[config.mk]
export PLATFORM = sky130hd
export DESIGN_NAME = lsu_ctrl
export DESIGN_NICKNAME = d
export VERILOG_FILES = /design/src/rtl/lsu_ctrl.sv
export SDC_FILE = /design/constraint.sdc
export NUM_CORES = 1
export LEC_CHECK = 0
export ABC_AREA = 1
export BUFFER_PORTS_ARGS = -buffer_cell sky130_fd_sc_hd__buf_2
export CAP_MARGIN = 20
export CORE_ASPECT_RATIO = 1.2
export CORE_UTILIZATION = 40
export CTS_CLUSTER_SIZE = 10
export DETAILED_ROUTE_END_ITERATION = 10
export GPL_ROUTABILITY_DRIVEN = 0
export PLACE_DENSITY = 0.76
export REMOVE_ABC_BUFFERS = 1
export SKIP_LAST_GASP = 1
export SYNTH_ARGS = -nofsm -noshare
export SYNTH_HDL_FRONTEND = slang
export SYNTH_SLANG_ARGS = --single-unit
[constraint.sdc]
create_clock -name clk -period 3.65 [get_ports clk]
set_input_delay 0.73 -clock clk [delete_from_list [all_inputs] [get_ports clk]]
set_output_delay 0.73 -clock clk [all_outputs]
set_load 0.005 [all_outputs]
[src/rtl/lsu_ctrl.sv]
// Load/store controller between a CPU request port and a word-wide data memory.
// Sub-word stores are performed as read-modify-write; illegal requests are answered with an error.
module lsu_ctrl #(
    parameter int MEM_BYTES = 256
) (
    input  logic        clk,
    input  logic        rst_n,
    input  logic        req_valid,
    output logic        req_ready,
    input  logic        req_write,
    input  logic [2:0]  req_funct3,
    input  logic [31:0] req_addr,
    input  logic [31:0] req_wdata,
    output logic        rsp_valid,
    output logic [31:0] rsp_rdata,
    output logic        rsp_err,
    output logic        mem_read,
    output logic        mem_write,
    output logic [31:0] mem_addr,
    output logic [31:0] mem_wdata,
    input  logic [31:0] mem_rdata
);

    typedef enum logic [2:0] {
        IDLE,
        ACCESS,
        RMW_RD,
        RMW_WR,
        RESP
    } state_e;

    state_e      state_q, state_d;
    logic        req_ready_q, req_ready_d;
    logic        rsp_valid_q, rsp_valid_d;
    logic [31:0] rsp_rdata_q, rsp_rdata_d;
    logic        rsp_err_q, rsp_err_d;
    logic        mem_read_q, mem_read_d;
    logic        mem_write_q, mem_write_d;
    logic [31:0] mem_wdata_q, mem_wdata_d;
    logic        write_q, write_d;
    logic [2:0]  funct3_q, funct3_d;
    logic [31:0] addr_q, addr_d;
    logic [31:0] wdata_q, wdata_d;

    function automatic logic req_is_err(input logic wr, input logic [2:0] f3,
                                        input logic [31:0] a);
        logic illegal;
        logic misaligned;
        illegal    = wr ? (f3 > 3'd2) : ((f3 == 3'd3) || (f3 > 3'd5));
        misaligned = ((f3[1:0] == 2'd1) && a[0]) ||
                     ((f3[1:0] == 2'd2) && (a[1:0] != 2'd0));
        return illegal || misaligned || (a >= 32'(MEM_BYTES));
    endfunction

    function automatic logic [31:0] load_extract(input logic [31:0] w, input logic [2:0] f3,
                                                 input logic [1:0] off);
        logic signed [7:0]  b;
        logic signed [15:0] h;
        logic [31:0]        r;
        b = w[{off, 3'b000} +: 8];
        h = w[{off[1], 4'b0000} +: 16];
        case (f3)
            3'd0:    r = 32'(b);
            3'd1:    r = 32'(h);
            3'd4:    r = {24'd0, b};
            3'd5:    r = {16'd0, h};
            default: r = w;
        endcase
        return r;
    endfunction

    function automatic logic [31:0] store_merge(input logic [31:0] old, input logic [31:0] wd,
                                                input logic [2:0] f3, input logic [1:0] off);
        logic [31:0] r;
        r = old;
        if (f3[1:0] == 2'd0) begin
            r[{off, 3'b000} +: 8] = wd[7:0];
        end else begin
            r[{off[1], 4'b0000} +: 16] = wd[15:0];
        end
        return r;
    endfunction

    always_comb begin
        state_d     = state_q;
        req_ready_d = req_ready_q;
        rsp_valid_d = 1'b0;
        rsp_rdata_d = '0;
        rsp_err_d   = 1'b0;
        mem_read_d  = 1'b0;
        mem_write_d = 1'b0;
        mem_wdata_d = '0;
        write_d     = write_q;
        funct3_d    = funct3_q;
        addr_d      = addr_q;
        wdata_d     = wdata_q;
        unique case (state_q)
            IDLE: begin
                if (req_valid && req_ready_q) begin
                    write_d     = req_write;
                    funct3_d    = req_funct3;
                    addr_d      = req_addr;
                    wdata_d     = req_wdata;
                    req_ready_d = 1'b0;
                    if (req_is_err(req_write, req_funct3, req_addr)) begin
                        state_d     = RESP;
                        rsp_valid_d = 1'b1;
                        rsp_err_d   = 1'b1;
                    end else if (!req_write) begin
                        state_d    = ACCESS;
                        mem_read_d = 1'b1;
                    end else if (req_funct3[1:0] == 2'd2) begin
                        state_d     = ACCESS;
                        mem_write_d = 1'b1;
                        mem_wdata_d = req_wdata;
                    end else begin
                        state_d    = RMW_RD;
                        mem_read_d = 1'b1;
                    end
                end
            end
            ACCESS: begin
                // Load data is captured here; a word store completes on this edge.
                state_d     = RESP;
                rsp_valid_d = 1'b1;
                if (!write_q) begin
                    rsp_rdata_d = load_extract(mem_rdata, funct3_q, addr_q[1:0]);
                end
            end
            RMW_RD: begin
                state_d     = RMW_WR;
                mem_write_d = 1'b1;
                mem_wdata_d = store_merge(mem_rdata, wdata_q, funct3_q, addr_q[1:0]);
            end
            RMW_WR: begin
                state_d     = RESP;
                rsp_valid_d = 1'b1;
            end
            RESP: begin
                state_d     = IDLE;
                req_ready_d = 1'b1;
            end
            default: begin
                state_d     = IDLE;
                req_ready_d = 1'b1;
            end
        endcase
    end

    always_ff @(posedge clk or negedge rst_n) begin
        if (!rst_n) begin
            state_q     <= IDLE;
            req_ready_q <= 1'b1;
            rsp_valid_q <= 1'b0;
            rsp_rdata_q <= '0;
            rsp_err_q   <= 1'b0;
            mem_read_q  <= 1'b0;
            mem_write_q <= 1'b0;
            mem_wdata_q <= '0;
            write_q     <= 1'b0;
            funct3_q    <= '0;
            addr_q      <= '0;
            wdata_q     <= '0;
        end else begin
            state_q     <= state_d;
            req_ready_q <= req_ready_d;
            rsp_valid_q <= rsp_valid_d;
            rsp_rdata_q <= rsp_rdata_d;
            rsp_err_q   <= rsp_err_d;
            mem_read_q  <= mem_read_d;
            mem_write_q <= mem_write_d;
            mem_wdata_q <= mem_wdata_d;
            write_q     <= write_d;
            funct3_q    <= funct3_d;
            addr_q      <= addr_d;
            wdata_q     <= wdata_d;
        end
    end

    assign req_ready = req_ready_q;
    assign rsp_valid = rsp_valid_q;
    assign rsp_rdata = rsp_rdata_q;
    assign rsp_err   = rsp_err_q;
    assign mem_read  = mem_read_q;
    assign mem_write = mem_write_q;
    assign mem_addr  = {addr_q[31:2], 2'b00};
    assign mem_wdata = mem_wdata_q;

endmodule

==> flow_metrics.env, run 1 <==
export IMPL_r2r_worst_path_cells=7
export IMPL_dr_first_iter_drc_count=423
export IMPL_post_place_cells=1139
export IMPL_slew_headroom_pct=41.91
export IMPL_grt_first_pass_wirelength_mm=29.61
export IMPL_std_cell_rows=50
export IMPL_layout_filler_cells=1537
export IMPL_finalSetupTns_ns=0
export IMPL_drc=0
export IMPL_fin_crit_sh_pct=67.17
export IMPL_tritoncts_num_buffers=17
export IMPL_status="completed"
export IMPL_min_period_ns=2.452
export IMPL_finalHoldViolations=0
export IMPL_postSynthAreaPerCell_um2=8.043
export IMPL_final_routed_wire_length_divided_by_cell_count_um=15.84
export IMPL_synth_area_um2=6419
export IMPL_fin_ws_ns=1.198
export IMPL_design_core_area_um2=15640
export IMPL_grt_max_degree=89
export IMPL_postRouteWirelength_mm=18.62
export IMPL_dr_total_vias=6062
export IMPL_postSynthRegisterBits=124
export IMPL_pre_cts_slack_ns=1.233
export IMPL_worst_path_max_delay_cell="dfrtp_2"
export IMPL_worst_path_dominant_cell_family="flip-flops"
export IMPL_dieArea_um2=16560
export IMPL_clock_fmax_ghz=0.4079
export IMPL_finalNetCount=1059
export IMPL_fin_util_pct=50.58
export IMPL_power_total_mw=5.593
export IMPL_setup_slack_reg_to_reg_ns=1.20
export IMPL_chip_height_um=140.8
export IMPL_net_sw_share_pct=39.08
export IMPL_power_density_nw_per_um2=707.1
export IMPL_hold_class="in -> async"
export IMPL_max_slew_worst_pin_slew_ns=0.8714
export IMPL_crit_required_ns=3.98
export IMPL_p_int_mw=3.407
export IMPL_synth_cell_type_count=30
export IMPL_crit_path_end_kind="register"
export IMPL_p_leak_nw=4.325
export IMPL_die_w_um=117.6
export IMPL_comb_power_share_pct=33.9
export IMPL_route_antenna_remaining_nets=0
export IMPL_timing_rr_start="addr_q[1]"
export IMPL_insertion_delay_ns=0.42
export IMPL_post_synth_inst_count=798
export IMPL_cts_sink_count=124
export IMPL_stdcell_count=1175
export IMPL_timing_final_setup_violations=0
export IMPL_max_cap_violations=0
export IMPL_ys_seq_area_share_pct=48.36
export IMPL_placedInstanceArea_um2=7267
export IMPL_fin_worst_skew_ns=0.009370
export IMPL_syn2layout_area_growth_pct=23.24
export IMPL_path_clk_slew_ns=0.06
export IMPL_start_util_pct=41.04
export IMPL_total_iterations_of_the_first_detailed_routing_run=5
export IMPL_tritoncts="done"
export IMPL_rsz0062_at_grt="false"
export IMPL_crit_reg2reg_capture="mem_wdata[9]"
export IMPL_crit_path_cell_trace="inv_1 > ha_1 > inv_1 > nand3_1 > o221ai_1 > nand3_1 > o21ai_0"
export IMPL_grt_pass1_vias=5802
export IMPL_detailed_place_hpwl_mm=13.25
export IMPL_design_portCount=204
export IMPL_global_route_overflow_total=0
export IMPL_grt_antenna_before_repair=3
export IMPL_design_area_um2=7910
export IMPL_post_cts_sizing_count=0
export IMPL_criticalPathCategory="reg -> reg"
export IMPL_post_cts_setup_buffer_count=0
export IMPL_route_detailed_vias_per_inst=5.159
export IMPL_htree_num_levels=4
export IMPL_gr_usage_all_layers_pct=23.02
export IMPL_worst_hold_slack_ns=0.3779
export IMPL_io_buffer_count=201
export IMPL_critical_path_startpoint_type="register"
export IMPL_max_clock_path_buffers=2
export IMPL_ys_warnings_count=0
export IMPL_cts_hold_repair_buffers=0
export IMPL_timing_max_transition_violations_final=0
export IMPL_cp_arrival_ns=2.78
export IMPL_worst_path_largest_cell_delay_ns=0.86
export IMPL_worst_path_buf_inv=2
export IMPL_cts_root_buffer_cell="clkbuf_16"
export IMPL_p_clk_share_pct=30.9
export IMPL_seqPwrFrac_pct=35.2
export IMPL_timing_critical_path_fanout_max=51
export IMPL_drive_gt1_share_pct=27.49
export IMPL_net_switching_power_mw=2.186
export IMPL_power_ir_vdd_worst_mv=0.4126
==> sequential cells by signal (all words and copies together), names as in the netlist, 3 cells and up <==
signal and flops:
state_q 3, funct3_q 3, wdata_q 16, rsp_rdata 32
mem_wdata 32, addr_q 32
==> metal layers <==
| metal | up-vias | part of all wire [%] | track usage, % |
|---|---|---|---|
| li1 | 2909 | - | - |
| met1 | 2803 | 41 | 28.43 |
| met2 | 304 | 47 | 36.32 |
| met3 | 46 | 8.4 | 6.837 |
| met4 | 0 | 3.7 | 12.35 |
| met5 | - | 0 | 0 |
==> worst max path at each step <==
stage | start | end | cells after the start
floorplan | addr_q[1] | mem_wdata[10] | 7
global placement | req_addr[15] | mem_wdata[8] | 8
detailed placement | req_addr[15] | mem_wdata[9] | 8
CTS | addr_q[1] | mem_wdata[8] | 7
global route | addr_q[1] | mem_wdata[8] | 7
finish | addr_q[1] | mem_wdata[9] | 7
==> synthesized netlist by cell type <==
cell type | number | area share [%]
nor2_1 | 52 | 3.0
o211ai_1 | 3 | 0.35
nand2_1 | 184 | 11
nor3_1 | 1 | 0.078
nand2_2 | 3 | 0.29
buf_1 | 1 | 0.058
conb_1 | 1 | 0.058
nor2_4 | 4 | 0.70
o21a_1 | 1 | 0.12
inv_1 | 78 | 4.6
ha_1 | 5 | 0.97
buf_6 | 4 | 0.70
nand3_1 | 46 | 3.6
nand3_2 | 1 | 0.16
o21ai_1 | 15 | 1.2
dfrtp_1 | 123 | 48
dfstp_2 | 1 | 0.41
inv_2 | 3 | 0.18
buf_4 | 36 | 4.2
a21oi_1 | 53 | 4.1
buf_2 | 23 | 1.8
buf_8 | 1 | 0.23
o221ai_1 | 24 | 3.3
nor2_2 | 11 | 1.1
nor4_1 | 1 | 0.098
a221oi_1 | 5 | 0.68
nand4_1 | 18 | 1.8
clkbuf_1 | 11 | 0.64
or2_2 | 1 | 0.098
o21ai_0 | 88 | 6.9
==> layout by cell type (no fill, tap or decap), drive strengths merged, types with 2 or more instances in the layout <==
master  count
inv        83
buf       209
dfrtp     123
nand4      18
nand2     187
nand3      47
bufinv      3
o21ai     103
o211ai      3
conb        2
diode       3
nor2       67
clkbuf     19
a221oi      5
a21oi      53
o221ai     24
ha          5
clkinv      7
==> area by class of cell <==
cell class | count | area, µm² | area share (%)
Clock inverter | 13 | 165.2 | 2.088
Multi-Input combinational cell | 518 | 2524 | 31.90
Antenna cell | 3 | 7.507 | 0.09491
Tap cell | 208 | 260.3 | 3.290
Sequential cell | 124 | 3105 | 39.26
Clock buffer | 19 | 442.9 | 5.599
Inverter | 81 | 304.0 | 3.844
Timing Repair Buffer | 209 | 1101 | 13.92
==> power groups by stage <==
stage,combinational [mW],clock [mW],sequential (mW)
after floorplan,1.18,0,1.97
after global placement,1.82,0,1.97
after detailed placement,1.88,0,1.97
after CTS,1.88,1.76,1.96
after global routing,2.16,1.82,2.01
final,1.90,1.73,1.97
==> logic make-up after synthesis <==
family | share of synthesized area (%)
buffers and inverters | 12.38
adders and majority gates | 0.9747
DFF | 48.36
other | 0.05842
and+or+nand+nor | 21.64
AOI/OAI and AO/OA | 16.59
Power figures use the tool's default switching activity.
==> run 2, diff against run 1 <==
--- a/config.mk
+++ b/config.mk
@@ -5,7 +5,7 @@
 export SDC_FILE = /design/constraint.sdc
 export NUM_CORES = 1
 export LEC_CHECK = 0
-export ABC_AREA = 1
+export ABC_AREA = 0
 export BUFFER_PORTS_ARGS = -buffer_cell sky130_fd_sc_hd__buf_2
 export CAP_MARGIN = 20
 export CORE_ASPECT_RATIO = 1.2
@@ -13,7 +13,7 @@
 export CTS_CLUSTER_SIZE = 10
 export DETAILED_ROUTE_END_ITERATION = 10
 export GPL_ROUTABILITY_DRIVEN = 0
-export PLACE_DENSITY = 0.76
+export PLACE_DENSITY = 0.78
 export REMOVE_ABC_BUFFERS = 1
 export SKIP_LAST_GASP = 1
 export SYNTH_ARGS = -nofsm -noshare
==> constraint.sdc (replaced) <==
create_clock -name clk -period 2.2 [get_ports clk]
set_input_delay 0.44 -clock clk [delete_from_list [all_inputs] [get_ports clk]]
set_output_delay 0.44 -clock clk [all_outputs]
set_load 0.005 [all_outputs]
==> run 2 against run 1 <==
  * Utilization increased by 1.8 points
  * Clock power increased by 68%
  * Synthesized cell count decreased by 15%
  * Maximum frequency increased by 18%
  * Non-clock buffer count increased by 20
  * Critical path type unchanged
==> flow_metrics.env, run 2 <==
export IMPL_post_synth_edffs=0
export IMPL_timing_critical_path_fanout_max=35
export IMPL_path_clk_slew_ns=0.06
export IMPL_synthFlopType="dfrtp_1"
export IMPL_route_top_layer_used="met5"
export IMPL_timing_max_transition_violations_final=0
export IMPL_crit_path_end_kind="register"
export IMPL_clock_fmax_ghz=0.4803
export IMPL_max_cap_violations=0
export IMPL_synth_common_cells="147 x nand2_1, 123 x dfrtp_1, 62 x o21ai_0"
export IMPL_syn2layout_area_growth_pct=26.33
export IMPL_cts_sink_count=124
export IMPL_status="completed"
export IMPL_power_total_mw=9.984
export IMPL_route_antenna_remaining_nets=0
export IMPL_postRouteWirelength_mm=18.96
export IMPL_std_cell_rows=50
export IMPL_tritoncts="done"
export IMPL_dr_first_iter_drc_count=457
export IMPL_fin_crit_sh_pct=94.63
export IMPL_power_density_nw_per_um2=1210
export IMPL_post_synth_inst_count=678
export IMPL_route_detailed_vias_per_inst=5.433
export IMPL_grt_first_pass_wirelength_mm=30.09
export IMPL_final_routed_wire_length_divided_by_cell_count_um=17.82
export IMPL_htree_num_levels=4
export IMPL_most_used_cells_in_the_layout_excluding_fill_and_tap_cells="200 x buf_2, 145 x nand2_1, 122 x dfrtp_1"
export IMPL_layout_filler_cells=1460
export IMPL_sequential_cell_area_um2=3105
export IMPL_yosys_top_cells_area="dfrtp_1 47%, nand2_1 8.4%, mux2_2 6.7%, o21ai_0 4.7%, o22ai_2 4.6%"
export IMPL_finalHoldViolations=0
export IMPL_power_ir_vdd_worst_mv=0.7218
export IMPL_worst_path_largest_cell_delay_ns=0.61
export IMPL_design_portCount=204
export IMPL_grt_pass1_vias=5793
export IMPL_start_util_pct=41.44
export IMPL_worst_path_buf_inv=1
export IMPL_crit_required_ns=2.54
export IMPL_fin_worst_skew_ns=0.006502
export IMPL_gr_usage_all_layers_pct=23.26
export IMPL_cp_arrival_ns=2.43
export IMPL_grt_max_degree=71
export IMPL_global_route_overflow_total=0
export IMPL_commonest_non_fill_non_tap_cell_in_the_layout="buf_2"
export IMPL_slew_headroom_pct=53.51
export IMPL_dieArea_um2=16850
export IMPL_timing_final_setup_violations=0
export IMPL_tritoncts_num_buffers=17
export IMPL_min_period_ns=2.082
export IMPL_drc=0
export IMPL_critical_path_startpoint_type="register"
export IMPL_routed_wl_met3_mm=1.464
export IMPL_detailed_place_hpwl_mm=13.66
export IMPL_net_switching_power_mw=3.640
export IMPL_die_w_um=118.7
export IMPL_p_clk_share_pct=29.2
export IMPL_p_int_mw=6.344
export IMPL_synth_largest_type_area_fraction_pct=47.11
export IMPL_synth_async_sr_flop_share_pct=100.0
export IMPL_criticalPathCategory="reg -> reg"
export IMPL_synth_area_um2=6534
export IMPL_ys_warnings_count=0
export IMPL_setup_slack_reg_to_reg_ns=0.12
export IMPL_worst_path_max_delay_cell="or4_2"
export IMPL_cts_root_buffer_cell="clkbuf_16"
export IMPL_p_leak_nw=3.990
export IMPL_synth_cell_type_count=47
export IMPL_net_sw_share_pct=36.46
export IMPL_comb_power_share_pct=38.4
export IMPL_max_slew_worst_pin_slew_ns=0.6973
export IMPL_insertion_delay_ns=0.43
export IMPL_chip_height_um=142.0
export IMPL_wl_met1_mm=7.352
export IMPL_drive_gt1_share_pct=39.53
export IMPL_synth_most_common_cell="nand2_1"
export IMPL_hold_class="in -> reg"
export IMPL_finalNetCount=951
export IMPL_design_area_um2=8254
export IMPL_postSynthAreaPerCell_um2=9.637
export IMPL_placedInstanceArea_um2=7615
export IMPL_netlist_top_cell_by_area="dfrtp_1"
export IMPL_worst_path_dominant_cell_family="simple AND/OR/NAND/NOR gates"
export IMPL_grt_antenna_before_repair=5
export IMPL_postSynthRegisterBits=124
export IMPL_io_buffer_count=201
export IMPL_dr_total_vias=5781
export IMPL_crit_path_cell_trace="nor4b_4 > nand4_1 > or4_2 > buf_12 > o21ai_0"
export IMPL_max_clock_path_buffers=2
export IMPL_total_iterations_of_the_first_detailed_routing_run=5
export IMPL_multi_input_area_um2=2861
export IMPL_ys_seq_area_share_pct=47.51
export IMPL_seqPwrFrac_pct=32.5
export IMPL_design_core_area_um2=15770
export IMPL_rsz0062_at_grt="true"
export IMPL_routed_wl_met2_mm=9.607
run 2: changes by cell type in the layout (fill, tap and decap cells not counted), moves of 16 or more:
cell and change:
o22ai_2 +24, nand3_1 -44, nand2_1 -39, nor2_1 -25, a21oi_1 -51, inv_1 -47
nand4_1 -16, mux2_2 +39, o21ai_0 -26, a211oi_1 +19
run 2: area by class of cell:
| cell class | instances | area share, % |
|---|---|---|
| clock inverters | 8 | 1.698 |
| diodes | 1 | 0.03032 |
| inverters | 32 | 1.455 |
| repair buffers | 229 | 15.70 |
| flip-flops and latches | 124 | 37.62 |
| well taps | 208 | 3.153 |
| multi-input cells | 439 | 34.67 |
| clock buffers | 23 | 5.669 |
run 2: what timing repair did:
| action | 4_1_cts | 5_1_grt |
|---|---|---|
| gates resized for setup | 1 | 1 |
| endpoints found under the hold margin | 31 | 0 |
| setup endpoints to repair | 2 | 8 |
| pin swaps | 0 | 0 |
| hold buffers | 1 | 0 |
| buffers inserted | 0 | 1 |
run 2: stage by stage:
| step | std cells | setup WS, ns | hold WS [ns] | utilization (%) | setup TNS [ns] |
|---|---|---|---|---|---|
| detailed placement | 1030 | -0.1094 | 0.4343 | 48.30 | -1.578 |
| global route | 1064 | -0.02131 | 0.2325 | 52.36 | -0.02131 |
| floorplan | 595 | -1.258 | 0.1444 | - | -52.30 |
| CTS | 1062 | 0.06137 | 0.2011 | 52.28 | 0 |
| finish | 1064 | 0.1181 | 0.2212 | 52.36 | 0 |
| global placement | 1030 | -0.05859 | 0.4349 | 48.30 | -0.4252 |
run 2: cells by family after synthesis:
| family | Yosys count | share of synthesized area [%] |
|---|---|---|
| simple gates | 211 | 13.83 |
| buf+inv | 116 | 9.134 |
| mux | 49 | 8.445 |
| flops | 124 | 47.51 |
| compound gates | 172 | 20.07 |
| fa+ha+maj | 5 | 0.9575 |
| other cells | 1 | 0.05739 |
run 2: power groups by stage:
stage	Combinational [mW]	Clock [mW]	Sequential [mW]
after CTS	3.78	2.96	3.23
after global routing	4.23	3.05	3.30
after global placement	3.67	0	3.24
after detailed placement	3.74	0	3.25
final	3.83	2.91	3.24
after floorplan	2.16	0	3.33
run 2: layer usage:
metal / track usage (%) / vias up
li1: - / 2687
met1: 27.23 / 2771
met2: 39.89 / 279
met3: 6.811 / 38
met4: 9.594 / 6
met5: 0 / -
run 2: final timing paths:
path	startpoint	endpoint	depth (start not counted)
hold reg to reg	wdata_q[12]	wdata_q[12]	2
max in group asynchronous	rst_n	req_ready	3
min in group asynchronous	rst_n	mem_wdata[1]	2
hold / removal	req_wdata[13]	wdata_q[13]	3
setup reg to reg	req_ready	mem_wdata[4]	5
setup / recovery	req_ready	mem_wdata[4]	5
run 2: tightest hold or removal path: stages:
cell	delay [ns]
buf_2	0.09
nand2_1	0.04
nand2_1	0.04
